[src/rtl/imem_boot_loader.sv]
// rtl/imem_boot_loader.sv - assembles a little-endian byte stream into 32-bit words and writes them to instruction memory
// Holds the core in reset until the requested number of words has been written.
module imem_boot_loader #(
  parameter int INS_ADDRESS = 9,
  parameter int INS_W       = 32
) (
  input  logic                   clk,
  input  logic                   reset,
  input  logic                   start,
  input  logic [INS_ADDRESS-2:0] num_words,
  input  logic [7:0]             in_data,
  input  logic                   in_valid,
  output logic                   in_ready,
  output logic [INS_ADDRESS-1:0] wa,
  output logic [INS_W-1:0]       wd,
  output logic                   we,
  output logic                   busy,
  output logic                   done,
  output logic                   err,
  output logic [31:0]            checksum,
  output logic                   cpu_hold
);

  localparam int DEPTH = 2 ** (INS_ADDRESS - 2);
  localparam logic [INS_ADDRESS-3:0] CNT_ONE   = (INS_ADDRESS-2)'(1);
  localparam logic [INS_ADDRESS-2:0] COUNT_ONE = (INS_ADDRESS-1)'(1);

  typedef enum logic [1:0] {IDLE, LOAD, WRITE, DONE} state_t;

  state_t                 state;
  logic [INS_ADDRESS-2:0] count;
  logic [INS_ADDRESS-3:0] word_cnt;
  logic [1:0]             byte_idx;
  logic [31:0]            asm_word;

  always_ff @(posedge clk or posedge reset) begin
    if (reset) begin
      state    <= IDLE;
      count    <= '0;
      word_cnt <= '0;
      byte_idx <= '0;
      asm_word <= '0;
      in_ready <= 1'b0;
      wa       <= '0;
      wd       <= '0;
      we       <= 1'b0;
      busy     <= 1'b0;
      done     <= 1'b0;
      err      <= 1'b0;
      checksum <= '0;
      cpu_hold <= 1'b1;
    end else begin
      we <= 1'b0;
      case (state)
        IDLE, DONE: begin
          if (start) begin
            checksum <= '0;
            if (num_words == '0) begin
              state    <= DONE;
              done     <= 1'b1;
              err      <= 1'b0;
              cpu_hold <= 1'b0;
            end else if (32'(num_words) > 32'(DEPTH)) begin
              // Oversized image: report and keep the core parked.
              state    <= DONE;
              done     <= 1'b1;
              err      <= 1'b1;
              cpu_hold <= 1'b1;
            end else begin
              state    <= LOAD;
              count    <= num_words;
              word_cnt <= '0;
              byte_idx <= '0;
              err      <= 1'b0;
              done     <= 1'b0;
              busy     <= 1'b1;
              in_ready <= 1'b1;
              cpu_hold <= 1'b1;
            end
          end
        end
        LOAD: begin
          if (in_valid && in_ready) begin
            byte_idx <= byte_idx + 2'd1;
            if (byte_idx == 2'd3) begin
              wd       <= {in_data, asm_word[23:0]};
              wa       <= {word_cnt, 2'b00};
              we       <= 1'b1;
              in_ready <= 1'b0;
              state    <= WRITE;
            end else begin
              asm_word[8*byte_idx +: 8] <= in_data;
            end
          end
        end
        WRITE: begin
          checksum <= checksum + wd;
          if ({1'b0, word_cnt} == count - COUNT_ONE) begin
            state    <= DONE;
            done     <= 1'b1;
            busy     <= 1'b0;
            cpu_hold <= 1'b0;
          end else begin
            word_cnt <= word_cnt + CNT_ONE;
            in_ready <= 1'b1;
            state    <= LOAD;
          end
        end
        default: state <= IDLE;
      endcase
    end
  end

endmodule

[config.mk]
export PLATFORM = sky130hd
export DESIGN_NAME = imem_boot_loader
export DESIGN_NICKNAME = d
export VERILOG_FILES = /design/src/rtl/imem_boot_loader.sv
export SDC_FILE = /design/constraint.sdc
export NUM_CORES = 1
export LEC_CHECK = 0
export BUFFER_PORTS_ARGS = -buffer_cell sky130_fd_sc_hd__buf_2
export CORE_UTILIZATION = 30
export DETAILED_ROUTE_END_ITERATION = 6
export PLACE_DENSITY_LB_ADDON = 0.2
export SYNTH_ARGS = -nofsm -noshare
export SYNTH_HDL_FRONTEND = slang
export SYNTH_SLANG_ARGS = --single-unit
[constraint.sdc]
create_clock -name clk -period 7 [get_ports clk]
set_input_delay 0.7 -clock clk [delete_from_list [all_inputs] [get_ports clk]]
set_output_delay 0.7 -clock clk [all_outputs]
set_load 0.005 [all_outputs]
# Word level (Yosys, flattened, before mapping)
# Index checks and enable logic that the tools add are counted.
# classes
addsub	5
magnitude_cmp	1
n_eq_ne	12
shift	2
muxes	41
bitwise	3
n_reduce_logical	17
# op_table
cell	n
one-hot mux 32 bit (2 select lines)	1
negator 5 -> 34 bit	1
variable shift 8 x 34 -> 32 bit, first input constant	1
variable part select 8 x 34 -> 32 bit	1
adder 32 bit	1
bitwise mux 32 bit	1
two-way mux 32 bit	1
two-way mux 7 bit	4
two-way mux 2 bit	10
two-way mux 1 bit	17
AND reduction 5 bit	3
!= test 2 bit, second input constant	7
one-hot mux 7 bit (2 select lines)	1
AND reduction 3 bit	4
== test 7 x 8 -> 1 bit	1
> comparator 8 bit, second input constant	1
zero test 8 bit	1
subtractor 8 x 1 -> 8 bit, second input constant	1
adder 7 x 1 -> 7 bit, second input constant	1
== test 2 bit, second input constant	3
one-hot mux 1 bit (2 select lines)	3
one-hot mux 2 bit (3 select lines)	1
AND reduction 6 bit	1
one-hot mux 2 bit (2 select lines)	1
10 further kinds	14
# totals
reg_bits	128
input_bits	20
out_inout_bits	79
elab_cells	95

# Logic depth before layout (Yosys ltp)
# Gate-level depths: netlist of the first run.
# logic_depth
ltp_word	5
ltp_mapped	11
depth_no_buf	11

# Worst setup path before layout of the first run
# No wires, ideal clock.
# synth_timing
kind	register to register
startpoint	register wd[0]
endpoint	register checksum[16]
setup_time_ns	0.122
t_arrival_ns	2.459
required_ns	6.878
path_slack_ns	4.419
stages_incl_launch_ff	12
n_path_buf	0
synth_period_minus_slack_ns	2.581
cell_sequence	dfrtp_1 ha_1 inv_1 fa_1 nor2b_4 o31a_1 o21a_1 o21a_1 o21a_1 o21a_1 or3_1 a32o_1
# synth_between
elab_chain_len	2
# synth_rtl
item	line	text
start, declared	15	output logic [INS_W-1:0] wd,
start signal, assigned	86	wd <= {in_data, asm_word[23:0]};
adder 32 bit	97	checksum <= checksum + wd;
one-hot mux 32 bit (2 select lines)	54	case (state)
end signal, assigned	97	
end, declared	20	output logic [31:0] checksum,
# No other way between the ends.
# A chain may end at the register's enable or synchronous reset.

# Final worst setup path of the first run
# Same ends and word-level chain as after synthesis.

==> out/results.tsv, run 1 <==
metric	value	unit
synth.cell_area	6700	µm²
yosys.area.top_type_share	0.445	
avgSynthCellArea	9.66	µm²
slew_viol_final	0	
drive_gt1_frac	0.226	
fin_cells	1081	
clk_pin_slew	0.06	ns
cts_made_buffers	17	
gp_congestion	0.811	
slowest_delay	0.40	ns
crit_top_cell	o21a_1	
io_pins	99	
fp.dieW	151	µm
rows	54	
ys_ff_latch	120	
p_leak	0.00406	µW
yosys_warnings	0	
cp_data_arrival_time	3.11	ns
syn_inst	693	
place_hpwl	12.8	mm
place_inst	1049	
grt_max_degree	71	
vias	5345	
fin_skew	0.0115	ns
final_util	0.370	
synthMuxAreaShare	0.0766	
min_path_type	in2async	
ctsRootBufferMaster	clkbuf_16	
cp_slowest_cell	dfrtp_1	
grt_pass1_vias	5125	
yosys.area_share.xor_xnor	0.0419	
drt_iter0_drc	221	
finalSetupViolations	0	
antenna_found_initial	0	
cts_hold_buffers	0	
crit_chain	ha_1 -> inv_1 -> fa_1 -> nor2b_4 -> o31a_1 -> o21a_1 -> o21a_1 -> o21a_1 -> o21a_1 -> or3_1 -> a32o_1	
clock-sinks	120	
synth_edf_count	0	
start_util	0.307	
cellPowerDensity	206	nW/µm²
grtUsageTotal	0.165	
clock_latency	0.42	ns
synth_ff_type	dfrtp_1	
seq_power_share	0.418	
outcome	finished, final reports clean	
grt_pass1_wl	28.6	mm
maxCapViolCount	0	
p_clk_frac	0.566	
tns	0	ns
finalNetCount	850	
antennaDiodeCount	0	
cts_tree	built	
drcViolationCount	0	
max_freq	357	MHz
switchingPower	359	µW
cts-htree-levels	4	
dr.pass1.iters	4	
core-area	21800	µm²
yosys.area_share.simple	0.155	
antenna_left	0	
critPathKind	reg2reg	
required	7.31	ns
cts_resized	0	
cts_setup_buffers	0	
wl_per_cell	16.4	µm
synth_top_family_by_area	compound AO/OA/AOI/OAI gates	
grt_setup_unrepaired	no	
die_h	151	µm
p_int	1300	µW
port_buffers	96	
finalCritPeriodShare	0.400	
hold_violations	0	
synth_top_area_cell	dfrtp_1	
vias_per_cell	4.94	
fin_crit	2.80	ns
yosys.area_share.adder	0.0796	
cp-end-kind	flop	
combPwrFrac	0.017	
dieArea	22900	µm²
async_flop_share	1.00	
worst_pin_slew	1.07	ns
irDropWorstVdd	0.000144	V
fill_cells	2219	
synth_commonest_cells	119 x dfrtp_1, 119 x nand2_1, 72 x o21ai_0, 42 x mux2_2, 41 x ha_1	
netSwitchingFraction	0.216	
finalWirelength	17.7	mm
synth_cell_types	59	
synth.area.top_cells	dfrtp_1 44%, ha_1 7.7%, mux2_2 7.1%	
cp_max_fo	4	
cts_buffer_depth	2	
seq_area_frac_synth	0.449	
synth-compound-area-share	0.170	
grt_overflow	0	
slew_headroom	0.283	
syn_to_final_growth	20.6	%
cp-start-kind	flop	
-- sequential cells by signal (all words and copies together) (netlist names), 2 cells and up --
signal    cells
checksum     32
wd           32
asm_word     24
count         8
wa            7
word_cnt      7
byte_idx      2
state         2
-- critical path: cells and delay by family (launching register included) --
family                   cells  cell delay (ns)
AO/OA/AOI/OAI                6             1.36
adder cells (fa/ha/maj)      2             0.49
buffers and inverters        1             0.07
flip-flops                   1             0.40
AND/OR/NAND/NOR              2             0.36
-- area by class of cell --
class | instances | area, µm² | area share
multi-input cells | 526 | 3510 | 0.434
well taps | 280 | 350 | 0.0434
clock buffers | 19 | 443 | 0.0548
repair buffers | 99 | 503 | 0.0623
clock inverters | 13 | 176 | 0.0218
flip-flops and latches | 120 | 3000 | 0.372
inverters | 24 | 92.6 | 0.0115
-- power by group through the flow --
stage / clock network [µW] / registers (µW) / logic, µW
floorplan: 0 / 706 / 12.8
global placement: 0 / 706 / 29.4
global route: 991 / 694 / 31.9
finish: 939 / 694 / 27.6
CTS: 960 / 694 / 29.4
detailed placement: 0 / 706 / 29.4
-- metrics by stage --
| stage | worst slack, ns | hold WS, ns | total power [µW] | area, µm² |
|---|---|---|---|---|
| after floorplan | 3.12 | 0.446 | 719 | 6700 |
| after global placement | 4.18 | 0.463 | 736 | 7460 |
| after detailed placement | 4.17 | 0.469 | 736 | 7460 |
| after CTS | 4.18 | 0.475 | 1680 | 8080 |
| after global routing | 4.03 | 0.502 | 1720 | 8080 |
| final | 4.20 | 0.473 | 1660 | 8080 |
-- path summary, 6_finish.rpt --
check	from	endpoint	slack [ns]	depth (start not counted)
worst max-delay path	wd[0]	checksum[16]	4.20	11
worst min register to register	asm_word[13]	asm_word[13]	0.47	2
worst max register to register	wd[0]	checksum[16]	4.20	11
max in group asynchronous	reset	wd[24]	5.31	3
worst min-delay path	reset	we	0.47	2
min in group clk	asm_word[13]	asm_word[13]	0.47	2
-- kinds of logic after synthesis --
family	count (synthesis)
buffers and inverters	48
adders and majority gates	42
xor gates and xnor gates	32
and+or+nand+nor	222
muxes	46
AOI/OAI and AO/OA	182
DFF	120
other	1
-- cell usage in the layout (no fill, tap or decap), types with 4 or more instances in the layout --
cell type and count:
clkinv_2 5, nor2_1 26, ha_1 41, xor2_1 20, buf_2 96, mux2_2 42, nor2b_1 4, or3_1 5
dfrtp_1 119, mux2i_1 4, o211ai_1 6, clkbuf_16 17, and3_1 9, xnor2_1 12, o21ai_0 72, a21oi_1 38
a41oi_1 4, a21boi_0 4, inv_1 23, bufinv_16 4, o21a_1 10, and4_1 7, a21o_1 11, nor3b_1 5
a31oi_1 8, nand2_1 118, nand3_1 19, nor3_1 9
-- per-layer routing --
metal  vias to the layer above  wire [µm]  GRT usage  part of all wire
met1                      2559       8480      0.222              0.48
met5                         -          0          0                 0
met4                         0        196     0.0440             0.011
li1                       2676          -          -                 -
met2                        96       8340      0.265              0.47
met3                        14        731     0.0398             0.041
(Power assumes the default switching activity.)
==> run 2: changes to the inputs <==
==> constraint.sdc (replaced) <==
create_clock -name clk -period 2.8 [get_ports clk]
set_input_delay 0.28 -clock clk [delete_from_list [all_inputs] [get_ports clk]]
set_output_delay 0.28 -clock clk [all_outputs]
set_load 0.005 [all_outputs]
==> out/results.tsv, run 2 (synthesis gave the netlist of run 1 again) <==
metric	value	unit	change
outcome	finished, final reports clean		unchanged
cp_data_arrival_time	3.00	ns	was 3.11 ns
worst_pin_slew	0.912	ns	was 1.07 ns
finalSetupViolations	0		unchanged
cts_tree	built		unchanged
antennaDiodeCount	0		unchanged
slew_headroom	0.391		was 0.283
finalCritPeriodShare	0.961		was 0.400
ctsRootBufferMaster	clkbuf_16		unchanged
port_buffers	96		unchanged
antenna_left	0		unchanged
final_area	8330	µm²	was 8080 µm²
drive_gt1_frac	0.255		was 0.226
max_freq	372	MHz	was 357 MHz
cellPowerDensity	514	nW/µm²	was 206 nW/µm²
cts_made_buffers	17		unchanged
drcViolationCount	0		unchanged
wl_per_cell	16.5	µm	was 16.4 µm
dr.max_layer_used	met5		was met4
grt_setup_unrepaired	yes		was no
wl_met3	768	µm	was 731 µm
io_pins	99		unchanged
finalNetCount	870		was 850
cts-htree-levels	4		unchanged
finalWirelength	18.1	mm	was 17.7 mm
start_util	0.307		unchanged
cp-startpoint	checksum[0]		was wd[0]
clk_pin_slew	0.06	ns	about the same
irDropWorstVdd	0.000367	V	was 0.000144 V
vias_per_cell	4.91		was 4.94
clock_latency	0.42	ns	about the same
grt_overflow	0		unchanged
grt_pass1_vias	5299		was 5,125
grtUsageTotal	0.170		was 0.165
layout_commonest_cell	dfrtp_1		unchanged
grt_max_degree	39		was 71
place_hpwl	13.6	mm	was 12.8 mm
syn_to_final_growth	24.4	%	was 20.6%
wl_met2	8.62	mm	was 8.34 mm
antenna_found_initial	1		was 0
dieArea	22900	µm²	unchanged
cp-end-kind	flop		unchanged
clock-sinks	120		unchanged
hold_violations	0		unchanged
cts_buffer_depth	2		unchanged
maxCapViolCount	0		unchanged
vias	5407		was 5,345
p_leak	0.00419	µW	was 0.00406 µW
cp-start-kind	flop		unchanged
min_path_type	in2async		unchanged
fp.dieW	151	µm	unchanged
drt_iter0_drc	190		was 221
largestRegisters	checksum (32), wd (32), asm_word (24)		unchanged
cts_hold_buffers	0		unchanged
power.total	4280	µW	was 1660 µW
drt-met1-wl	8.57	mm	was 8.48 mm
fin_crit	2.69	ns	was 2.80 ns
core-area	21800	µm²	unchanged
timing.rr.start	checksum[0]		was wd[0]
slew_viol_final	0		unchanged
placed_cell_area	7630	µm²	was 7460 µm²
cp_max_fo	3		was 4
dr.pass1.iters	4		unchanged
critPathKind	reg2reg		unchanged
die_h	151	µm	unchanged
grt_pass1_wl	29.3	mm	was 28.6 mm
rows	54		unchanged
layout_common_cells	119 x dfrtp_1, 118 x nand2_1, 96 x buf_2		unchanged
required	3.11	ns	was 7.31 ns
fin_skew	0.0151	ns	was 0.0115 ns
gp_congestion	0.870		was 0.811
run 2: stage by stage:
step	setup TNS (ns)	utilization	instances	hold WS [ns]	setup slack, ns
finish	0	0.382	1101	0.0439	0.109
global route	-0.0176	0.382	1101	0.0860	-0.0176
CTS	0	0.380	1099	0.0626	0.0116
detailed placement	0	0.350	1067	0.468	0.0330
global placement	0	0.350	1067	0.459	0.0264
floorplan	0	-	694	0.397	0.219
run 2: cell type report:
type / instances / area [µm²]
clock buffer: 19 / 443
sequential: 120 / 3000
timing repair buffer: 119 / 691
multi-input combinational: 526 / 3530
tap: 280 / 350
fill: 2232 / 13500
clock inverter: 13 / 218
inverter: 24 / 93.8
run 2: report_power, final:
group	switching (µW)	internal [µW]	total, µW	leakage [µW]
sequential	0	1730	1730	0.00163
clock	854	1610	2470	0.000314
combinational	57.5	19.7	77.2	0.00224
run 2: repair_timing:
action,in CTS,in global routing
setup buffers,0,2
resized for setup,0,8
endpoints found under the hold margin,0,0
endpoints found under the setup margin,0,8
run 2: worst max-delay path: stages (launching register included):
cell and delay [ns]:
dfrtp_1 0.38, ha_2 0.21, inv_2 0.06, fa_2 0.23, nor2b_4 0.05, o31a_1 0.32, o21a_1 0.22, o21a_1 0.18
o21a_1 0.20, o21a_1 0.18, or3_1 0.30, a32o_1 0.25
run 2: final timing paths:
kind	endpoint	slack (ns)	cells past startpoint
setup / recovery	checksum[16]	0.11	11
hold / removal	we	0.04	2
setup reg to reg	checksum[16]	0.11	11
hold reg to reg	asm_word[19]	0.48	2
max in group asynchronous	wd[11]	2.01	3
min in group clk	count[0]	0.08	3
run 2: metal layers:
layer | up-vias | global-route usage
li1 | 2711 | -
met3 | 15 | 0.0461
met5 | - | 0
met1 | 2571 | 0.224
met4 | 2 | 0.0430
met2 | 108 | 0.274
==> run 3: changes to the inputs <==
==> constraint.sdc (replaced) <==
create_clock -name clk -period 2.45 [get_ports clk]
set_input_delay 0.245 -clock clk [delete_from_list [all_inputs] [get_ports clk]]
set_output_delay 0.245 -clock clk [all_outputs]
set_load 0.005 [all_outputs]
==> out/results.tsv, run 3 (synthesis gave the netlist of run 1 again) <==
metric	value	unit	change
drt_iter0_drc	168		was 190
cts_buffer_depth	2		unchanged
syn_to_final_growth	35.5	%	was 24.4%
max_freq	379	MHz	was 372 MHz
irDropWorstVdd	0.000415	V	was 0.000367 V
clock-sinks	120		unchanged
cellPowerDensity	508	nW/µm²	was 514 nW/µm²
clk_pin_slew	0.06	ns	about the same
grt_setup_unrepaired	yes		unchanged
fp.dieW	151	µm	unchanged
cp-end-kind	flop		unchanged
core-area	21800	µm²	unchanged
dieArea	22900	µm²	unchanged
place_hpwl	14.3	mm	was 13.6 mm
grt_pass1_wl	30.2	mm	was 29.3 mm
maxCapViolCount	0		unchanged
grt_max_degree	73		was 39
port_buffers	96		unchanged
setup_ws	-0.191	ns	was 0.109 ns
fill_cells	2163		was 2,232
ctsRootBufferMaster	clkbuf_16		unchanged
vias	5719		was 5,407
slowest_delay	0.38	ns	about the same
cts_made_buffers	17		unchanged
netSwitchingFraction	0.209		was 0.213
io_pins	99		unchanged
cp_slowest_cell	dfrtp_1		unchanged
finalWirelength	18.9	mm	was 18.1 mm
finalNetCount	956		was 870
crit_top_cell	o21a_1		unchanged
finalSetupViolations	2		was 0
final_util	0.416		was 0.382
switchingPower	965	µW	was 912 µW
hold_violations	0		unchanged
outcome	finished with violations		was finished, final reports clean
wl_per_cell	15.9	µm	was 16.5 µm
grt_overflow	0		unchanged
dr.pass1.iters	4		unchanged
layout_commonest_cell	dfrtp_1		unchanged
power.total	4610	µW	was 4280 µW
cp_max_fo	3		unchanged
crit_chain	ha_2 -> inv_2 -> fa_2 -> nor2b_4 -> o31a_1 -> o21a_1 -> o21a_1 -> o21a_1 -> o21a_1 -> or3_1 -> a32o_1		unchanged
drcViolationCount	0		unchanged
antenna_found_initial	0		was 1
p_clk_frac	0.552		was 0.577
largestRegisters	checksum (32), wd (32), asm_word (24)		unchanged
grt_pass1_vias	5586		was 5,299
cts-htree-levels	4		unchanged
crit_family	compound AO/OA/AOI/OAI gates		unchanged
finalCritPeriodShare	1.08		was 0.961
critPathKind	reg2reg		unchanged
violations	setup timing		
cp_data_arrival_time	2.95	ns	was 3.00 ns
seq_power_share	0.430		was 0.405
cp-start-kind	flop		unchanged
drive_gt1_frac	0.352		was 0.255
antennaDiodeCount	0		unchanged
slew_viol_final	0		unchanged
fin_skew	0.0101	ns	was 0.0151 ns
worst-path-buf-inv	1		unchanged
layout_common_cells	119 x dfrtp_1, 117 x nand2_1, 107 x buf_4		was 119 x dfrtp_1, 118 x nand2_1, 96 x buf_2
required	2.76	ns	was 3.11 ns
start_util	0.307		unchanged
multiInputGateArea	3720	µm²	was 3530 µm²
p_int	3650	µW	was 3370 µW
die_h	151	µm	unchanged
p_leak	0.00460	µW	was 0.00419 µW
gp_congestion	0.873		was 0.870
antenna_left	0		unchanged
combPwrFrac	0.018		about the same
seqCellArea	3000	µm²	unchanged
worst_pin_slew	0.683	ns	was 0.912 ns
rows	54		unchanged
vias_per_cell	4.82		was 4.91
fin_crit	2.64	ns	was 2.69 ns
slew_headroom	0.544		was 0.391
clock_latency	0.42	ns	about the same
grtUsageTotal	0.173		was 0.170
cts_tree	built		unchanged
min_path_type	in2reg		was in2async
## run 3: cell count changes in the layout (fill, tap and decap cells not counted), moves of 4 or more
cell      change
ha_4          +6
clkinv_2      +5
o21ai_0       -6
buf_4        +87
clkinv_4      -4
a21oi_1       -5
a21oi_2       +4
ha_1          -7
## run 3: stage by stage
stage / cell area (µm²) / TNS (ns) / setup WS (ns) / std cells / hold slack (ns)
2_1_floorplan: 6710 / -0.108 / -0.108 / 694 / 0.362
3_3_place_gp: 8230 / -0.889 / -0.168 / 1149 / 0.290
3_5_place_dp: 8230 / -1.01 / -0.196 / 1149 / 0.290
4_1_cts: 8890 / -0.267 / -0.179 / 1183 / 0.0307
5_1_grt: 9070 / -1.10 / -0.288 / 1187 / 0.0640
6_report: 9070 / -0.234 / -0.191 / 1187 / 0.0464
## run 3: path summary, 6_finish.rpt
check                              from      endpoint  slack (ns)  depth (start not counted)
hold / removal             num_words[3]      count[3]        0.05                          3
setup / recovery                  wd[0]  checksum[16]       -0.19                         11
hold reg to reg             asm_word[5]   asm_word[5]        0.48                          2
setup reg to reg                  wd[0]  checksum[16]       -0.19                         11
max in group asynchronous         reset            we        1.30                          4
min in group asynchronous         reset          busy        0.40                          3
## run 3: what timing repair did
item                                    4_1_cts  5_1_grt
endpoints found under the setup margin       10       17
buffers inserted                              1        5
endpoints found under the hold margin        17        0
gates resized for setup                      17       28
hold buffers                                  1        0
pin swaps                                     7       15
## run 3: layout make-up
class | count | area share
clock buffers | 23 | 0.0516
clock inverters | 9 | 0.0135
inverters | 24 | 0.0103
multi-input cells | 526 | 0.410
flip-flops and latches | 120 | 0.331
well taps | 280 | 0.0386
repair buffers | 205 | 0.145
## run 3: layer usage
metal	global-route usage	vias up	routed length (µm)
met3	0.0370	18	789
met1	0.229	2724	8730
met2	0.284	93	9140
met4	0.0495	0	233
met5	0	-	0
li1	-	2884	-
## run 3: power groups by stage
stage               sequential, µW  clock [µW]  combinational (µW)
global route                  1980        2680                96.7
CTS                           1980        2600                88.8
detailed placement            2020           0                87.4
floorplan                     2020           0                37.1
global placement              2020           0                87.6
finish                        1980        2540                83.4
## run 3: worst min-delay path: cells and delay by family
family          cells  cell delay [ns]
compound gates      1             0.06
simple gates        1             0.04
buf+inv             1             0.09
